File: src/rtl/tx_arbiter_pkg.sv
// Shared constants for the TX channel arbiter: header codes, serializer states
// and the grant record captured when a requester wins the channel.
package tx_arbiter_pkg;

  localparam int TX_CMD_BITS = 2;

  // Header codes avoid 2'b11 so a header is never mistaken for the idle level.
  localparam logic [TX_CMD_BITS-1:0] TX_HEADER_READ_16  = 2'b00;
  localparam logic [TX_CMD_BITS-1:0] TX_HEADER_WRITE_16 = 2'b01;
  localparam logic [TX_CMD_BITS-1:0] TX_HEADER_WRITE_8  = 2'b10;

  localparam logic [1:0] TX_STATE_IDLE    = 2'd0;
  localparam logic [1:0] TX_STATE_HEADER  = 2'd1;
  localparam logic [1:0] TX_STATE_PAYLOAD = 2'd2;

  typedef struct packed {
    logic                   owner_sch;
    logic [TX_CMD_BITS-1:0] cmd;
  } tx_grant_t;

  function automatic int unsigned tx_payload_len(input logic [TX_CMD_BITS-1:0] cmd,
                                                 input int unsigned full_cycles);
    return (cmd == TX_HEADER_WRITE_8) ? full_cycles / 2 : full_cycles;
  endfunction

endpackage

File: src/rtl/tx_arbiter_serializer.sv
// Header/payload sequencer for the TX pins: one header cycle, then N payload
// cycles with a running index; o_ready marks cycles in which a new grant may land.
module tx_serializer
  import tx_arbiter_pkg::*;
#(
  parameter int NSHIFT         = 2,
  parameter int PAYLOAD_CYCLES = 8,
  parameter int CW             = $clog2(PAYLOAD_CYCLES) + 1
) (
  input  logic                   clk,
  input  logic                   reset_n,
  input  logic                   i_grant,
  input  logic [TX_CMD_BITS-1:0] i_cmd,
  input  logic [NSHIFT-1:0]      i_payload,
  output logic                   o_ready,
  output logic                   o_active,
  output logic                   o_data_next,
  output logic                   o_done,
  output logic [CW-1:0]          o_counter,
  output logic [NSHIFT-1:0]      o_pins
);

  logic [1:0]             r_state;
  logic [TX_CMD_BITS-1:0] r_cmd;
  logic [CW-1:0]          r_count;
  logic [CW-1:0]          w_len;
  logic                   w_last;

  assign w_len  = CW'(tx_payload_len(r_cmd, PAYLOAD_CYCLES));
  assign w_last = (r_state == TX_STATE_PAYLOAD) && (r_count == w_len - CW'(1));

  // Gating with reset_n keeps the *_started pulses low while reset is held.
  assign o_ready     = reset_n && ((r_state == TX_STATE_IDLE) || w_last);
  assign o_active    = (r_state != TX_STATE_IDLE);
  assign o_data_next = (r_state == TX_STATE_PAYLOAD);
  assign o_done      = w_last;
  assign o_counter   = r_count;

  always_comb begin
    o_pins = '1;
    if (r_state == TX_STATE_HEADER)       o_pins = NSHIFT'(r_cmd);
    else if (r_state == TX_STATE_PAYLOAD) o_pins = i_payload;
  end

  always_ff @(posedge clk or negedge reset_n) begin
    if (!reset_n) begin
      r_state <= TX_STATE_IDLE;
      r_cmd   <= TX_HEADER_READ_16;
      r_count <= '0;
    end else if (i_grant) begin
      r_state <= TX_STATE_HEADER;
      r_cmd   <= i_cmd;
      r_count <= '0;
    end else begin
      case (r_state)
        TX_STATE_HEADER: begin
          r_state <= TX_STATE_PAYLOAD;
          r_count <= '0;
        end
        TX_STATE_PAYLOAD: begin
          if (w_last) begin
            r_state <= TX_STATE_IDLE;
            r_count <= '0;
          end else begin
            r_count <= r_count + CW'(1);
          end
        end
        default: begin
          r_state <= TX_STATE_IDLE;
          r_count <= '0;
        end
      endcase
    end
  end

endmodule

File: src/rtl/tx_arbiter.sv
// Shares the serial TX channel between scheduler and prefetcher and drives the
// owner handshake. Define TX_ARB_ROUND_ROBIN_EN to alternate grants on contention.
module tx_arbiter
  import tx_arbiter_pkg::*;
#(
  parameter int NSHIFT         = 2,
  parameter int PAYLOAD_CYCLES = 8
) (
  input  logic                               clk,
  input  logic                               reset_n,
  input  logic                               sch_valid,
  input  logic [TX_CMD_BITS-1:0]             sch_cmd,
  input  logic                               sch_reserve,
  input  logic [NSHIFT-1:0]                  sch_data,
  input  logic                               pf_valid,
  input  logic [NSHIFT-1:0]                  pf_data,
  output logic                               sch_started,
  output logic                               pf_started,
  output logic                               owner_sch,
  output logic                               tx_active,
  output logic                               tx_data_next,
  output logic [$clog2(PAYLOAD_CYCLES):0]    tx_counter,
  output logic                               tx_done,
  output logic [NSHIFT-1:0]                  tx_pins
);

  logic      w_ready;
  logic      w_pf_eligible;
  logic      w_sch_grant;
  logic      w_pf_grant;
  logic      r_owner_sch;
  tx_grant_t w_grant;

  assign w_pf_eligible = pf_valid && !sch_reserve;

`ifdef TX_ARB_ROUND_ROBIN_EN
  logic r_rr_sch;

  always_comb begin
    w_sch_grant = 1'b0;
    w_pf_grant  = 1'b0;
    if (sch_valid && w_pf_eligible) begin
      w_sch_grant = w_ready && r_rr_sch;
      w_pf_grant  = w_ready && !r_rr_sch;
    end else begin
      w_sch_grant = w_ready && sch_valid;
      w_pf_grant  = w_ready && w_pf_eligible;
    end
  end

  // Pointer always moves to the requester that did not just win.
  always_ff @(posedge clk or negedge reset_n) begin
    if (!reset_n)         r_rr_sch <= 1'b1;
    else if (w_sch_grant) r_rr_sch <= 1'b0;
    else if (w_pf_grant)  r_rr_sch <= 1'b1;
  end
`else
  assign w_sch_grant = w_ready && sch_valid;
  assign w_pf_grant  = w_ready && w_pf_eligible && !sch_valid;
`endif

  assign w_grant.owner_sch = w_sch_grant;
  assign w_grant.cmd       = w_sch_grant ? sch_cmd : TX_HEADER_READ_16;

  always_ff @(posedge clk or negedge reset_n) begin
    if (!reset_n)                       r_owner_sch <= 1'b0;
    else if (w_sch_grant || w_pf_grant) r_owner_sch <= w_grant.owner_sch;
  end

  assign sch_started = w_sch_grant;
  assign pf_started  = w_pf_grant;
  assign owner_sch   = r_owner_sch;

  tx_serializer #(
    .NSHIFT        (NSHIFT),
    .PAYLOAD_CYCLES(PAYLOAD_CYCLES)
  ) u_serializer (
    .clk        (clk),
    .reset_n    (reset_n),
    .i_grant    (w_sch_grant || w_pf_grant),
    .i_cmd      (w_grant.cmd),
    .i_payload  (r_owner_sch ? sch_data : pf_data),
    .o_ready    (w_ready),
    .o_active   (tx_active),
    .o_data_next(tx_data_next),
    .o_done     (tx_done),
    .o_counter  (tx_counter),
    .o_pins     (tx_pins)
  );

endmodule
File: config.mk
export PLATFORM = sky130hd
export DESIGN_NAME = tx_arbiter
export DESIGN_NICKNAME = d
export VERILOG_FILES = /design/src/rtl/tx_arbiter_pkg.sv /design/src/rtl/tx_arbiter_serializer.sv /design/src/rtl/tx_arbiter.sv
export SDC_FILE = /design/constraint.sdc
export NUM_CORES = 1
export LEC_CHECK = 0
export ABC_AREA = 1
export CAP_MARGIN = 20
export CORE_UTILIZATION = 38
export DETAILED_ROUTE_END_ITERATION = 7
export PLACE_DENSITY = 0.84
export SETUP_SLACK_MARGIN = 0.05
export SLEW_MARGIN = 40
export SYNTH_ARGS = -nofsm -noshare
export SYNTH_HDL_FRONTEND = slang
export SYNTH_SLANG_ARGS = --single-unit
File: constraint.sdc
create_clock -name clk -period 1.5 [get_ports clk]
set_input_delay 0.15 -clock clk [delete_from_list [all_inputs] [get_ports clk]]
set_output_delay 0.15 -clock clk [all_outputs]
set_load 0.05 [all_outputs]
==> reports/results.txt <==
Critical Path RT -> 1.35 ns
Final Instance Area -> 1013 µm²
Detail Placement HPWL -> 1.072 mm
Fmax -> 0.5691 GHz
Num ports -> 23
PD cells -> 2073 nW/µm²
Period utilization -> 117.1%
Post-DP Area -> 865.8 µm²
Port bufs -> 22
CTS Buffer Depth -> 2
CTS Hold Bufs -> 0
Initial Utilization -> 42.75%
VDD IR max -> 1.287 mV
CORE AREA -> 1156 µm²
Via count -> 610
Max_slew headroom -> 78.41%
ANT nets after route -> 0
H-tree level count -> 1
Post-Route WL -> 1.846 mm
Cell Area, Synth -> 494.2 µm²
Final slew viol count -> 0
Worst setup margin -> -0.2571 ns
Clk root buf -> clkbuf_4
Synth top area share -> 45.57%
Clock transition at path regs -> 0.07 ns
Share of cells above drive strength 1 -> 50.96%
Max-capacitance violation count -> 0
Num rows -> 12
CTS tree -> built
Routability cong. -> 0.7316
Worst-Margin Slew -> 0.3224 ns
Area delta synth->final -> 105.1%
Initial antenna violation count -> 0
Router iterations before antenna repair -> 4
Type of the worst setup path -> flop to output pin
DR iter-0 viols -> 26
Final number of setup-violating endpoints -> 9
Die area -> 1449 µm²
Worst Setup Start Kind -> flop
Post-layout min period -> 1.757 ns
Vias in the first global route -> 581
Worst setup EP type -> output pin
Syn Area/Cell -> 7.603 µm²
DP Worst Slack -> 0.008988 ns
CTS buffer count -> 3
Util after Layout -> 87.66%
Worst min-delay path category -> input port to asynchronous set/reset pin
Clk_skew -> 0.008185 ns
Sequential fraction of the synthesis area -> 45.57%
Final Hold Fails -> 0
NumNets Final -> 117
Syn. warnings -> 0
Total Routing Usage GR -> 27.04%
Pleak -> 0.4883 nW
Number of synthesized register bits -> 9
Routed WL per cell -> 15.64 µm
Cell taking the most area after synthesis -> dfrtp_1
Outcome -> finished with violations
CP arrival -> 1.61 ns
Synth area leaders -> dfrtp_1 46%, nand2_1 13%, inv_1 9.9%
Post-synthesis cell type count -> 15
Die span in x -> 38.07 µm
Clock Latency Late Sink -> 0.27 ns
CTS sink count -> 9
Vias per cell -> 5.169
Grt ovf -> 0
RSZ-0062 raised after global routing -> true
Syn_nets -> 77
Die Y -> 38.07 µm
CP max FO -> 2
Synth Instances -> 65
DRC -> 0
First-pass GRT wire length -> 2.587 mm
Largest net degree at the start of global routing -> 11
Failing checks -> negative setup slack
N_diodes -> 0
[final timing paths]
path / startpoint / depth (start not counted) / slack, ns / to
min in group clk: sch_cmd[0] / 3 / 0.43 / u_serializer.r_cmd[0]
worst min-delay path: reset_n / 2 / 0.30 / u_serializer.o_counter[3]
max in group asynchronous: reset_n / 2 / 1.04 / u_serializer.o_counter[1]
worst min register to register: u_serializer.r_cmd[0] / 2 / 0.51 / u_serializer.r_cmd[0]
worst max-delay path: u_serializer.o_counter[0] / 8 / -0.26 / pf_started
worst max register to register: u_serializer.o_counter[0] / 10 / -0.05 / u_serializer.o_counter[1]
[cell families after synthesis]
group	after synthesis	synth area share [%]
AND/OR/NAND/NOR	33	31.90
buffers and inverters	14	10.63
flip-flops	9	45.57
AO/OA/AOI/OAI	7	7.594
XOR/XNOR	1	1.772
adder cells (fa/ha/maj)	1	2.531
[cell usage after synthesis]
master and count:
a21oi_1 5, dfrtp_1 9, ha_1 1, inv_1 13, inv_2 1, nand2_1 17, nand2_2 2, nand3_1 3
nand4_2 1, nor2_1 7, nor2_4 2, nor3_1 1, o211ai_1 1, o21ai_0 1, xor2_1 1
[metal layers]
metal | up-vias | global-route usage, % | part of all wire, %
met5 | - | 0 | 0
met4 | 0 | 14.29 | 2.5
met3 | 8 | 9.884 | 6.3
met2 | 35 | 45.76 | 56
met1 | 290 | 28.89 | 35
li1 | 277 | - | -
[sequential cells by signal, summed over array words and instances (netlist names)]
| signal | count |
|---|---|
| u_serializer.r_cmd | 2 |
| u_serializer.r_state | 2 |
| u_serializer.o_counter | 4 |
| owner_sch | 1 |
[power breakdown]
part	total, W	internal (W)	switching (W)
combinational	0.00146	0.000627	0.000830
sequential	0.000449	0.000336	0.000113
clock	0.000195	0.000103	0.0000918
[area by class of cell]
cell class / count / area [µm²]
clock buffer: 4 / 26.28
fill: 56 / 142.6
sequential: 9 / 230.2
inverter: 14 / 55.05
tap: 14 / 17.52
timing repair buffer: 35 / 382.9
multi-input combinational: 42 / 301.5
[cells in the final DEF, fill, tap and decap left out, types with 2 or more instances in the layout]
cell type,count
a21oi_1,2
clkbuf_4,3
buf_12,7
inv_2,5
clkdlybuf4s50_1,10
nor2_4,4
inv_1,8
buf_6,2
a21oi_2,2
dfrtp_1,5
nand2_4,2
buf_4,16
nand2_1,16
nor2_1,4
dfrtp_2,4
nand3_1,3
[what timing repair did]
action | in CTS | in global routing
setup endpoints to repair | 5 | 10
resized for setup | 10 | 10
buffers inserted | 6 | 4
pin swaps | 3 | 9
[worst max-delay path, stage by stage (launching register included)]
cell and delay [ns]:
dfrtp_2 0.39, ha_4 0.14, inv_2 0.05, nor2_4 0.11, nand4_4 0.11, nand2_4 0.10, nand2_4 0.07, nor3_4 0.21
buf_12 0.16
[metrics by stage]
| stage | power [W] | TNS, ns | cells | hold WS [ns] |
|---|---|---|---|---|
| after detailed placement | 0.001619 | 0 | 105 | 0.4723 |
| after global routing | 0.002198 | -1.422 | 118 | 0.2996 |
| final | 0.002101 | -0.7690 | 118 | 0.2984 |
| after global placement | 0.001581 | 0 | 105 | 0.4601 |
| after CTS | 0.001949 | -0.3450 | 115 | 0.3001 |
| after floorplan | 0.001092 | -0.9393 | 65 | -0.1456 |
Note: power is estimated with default switching activity, not from simulation.
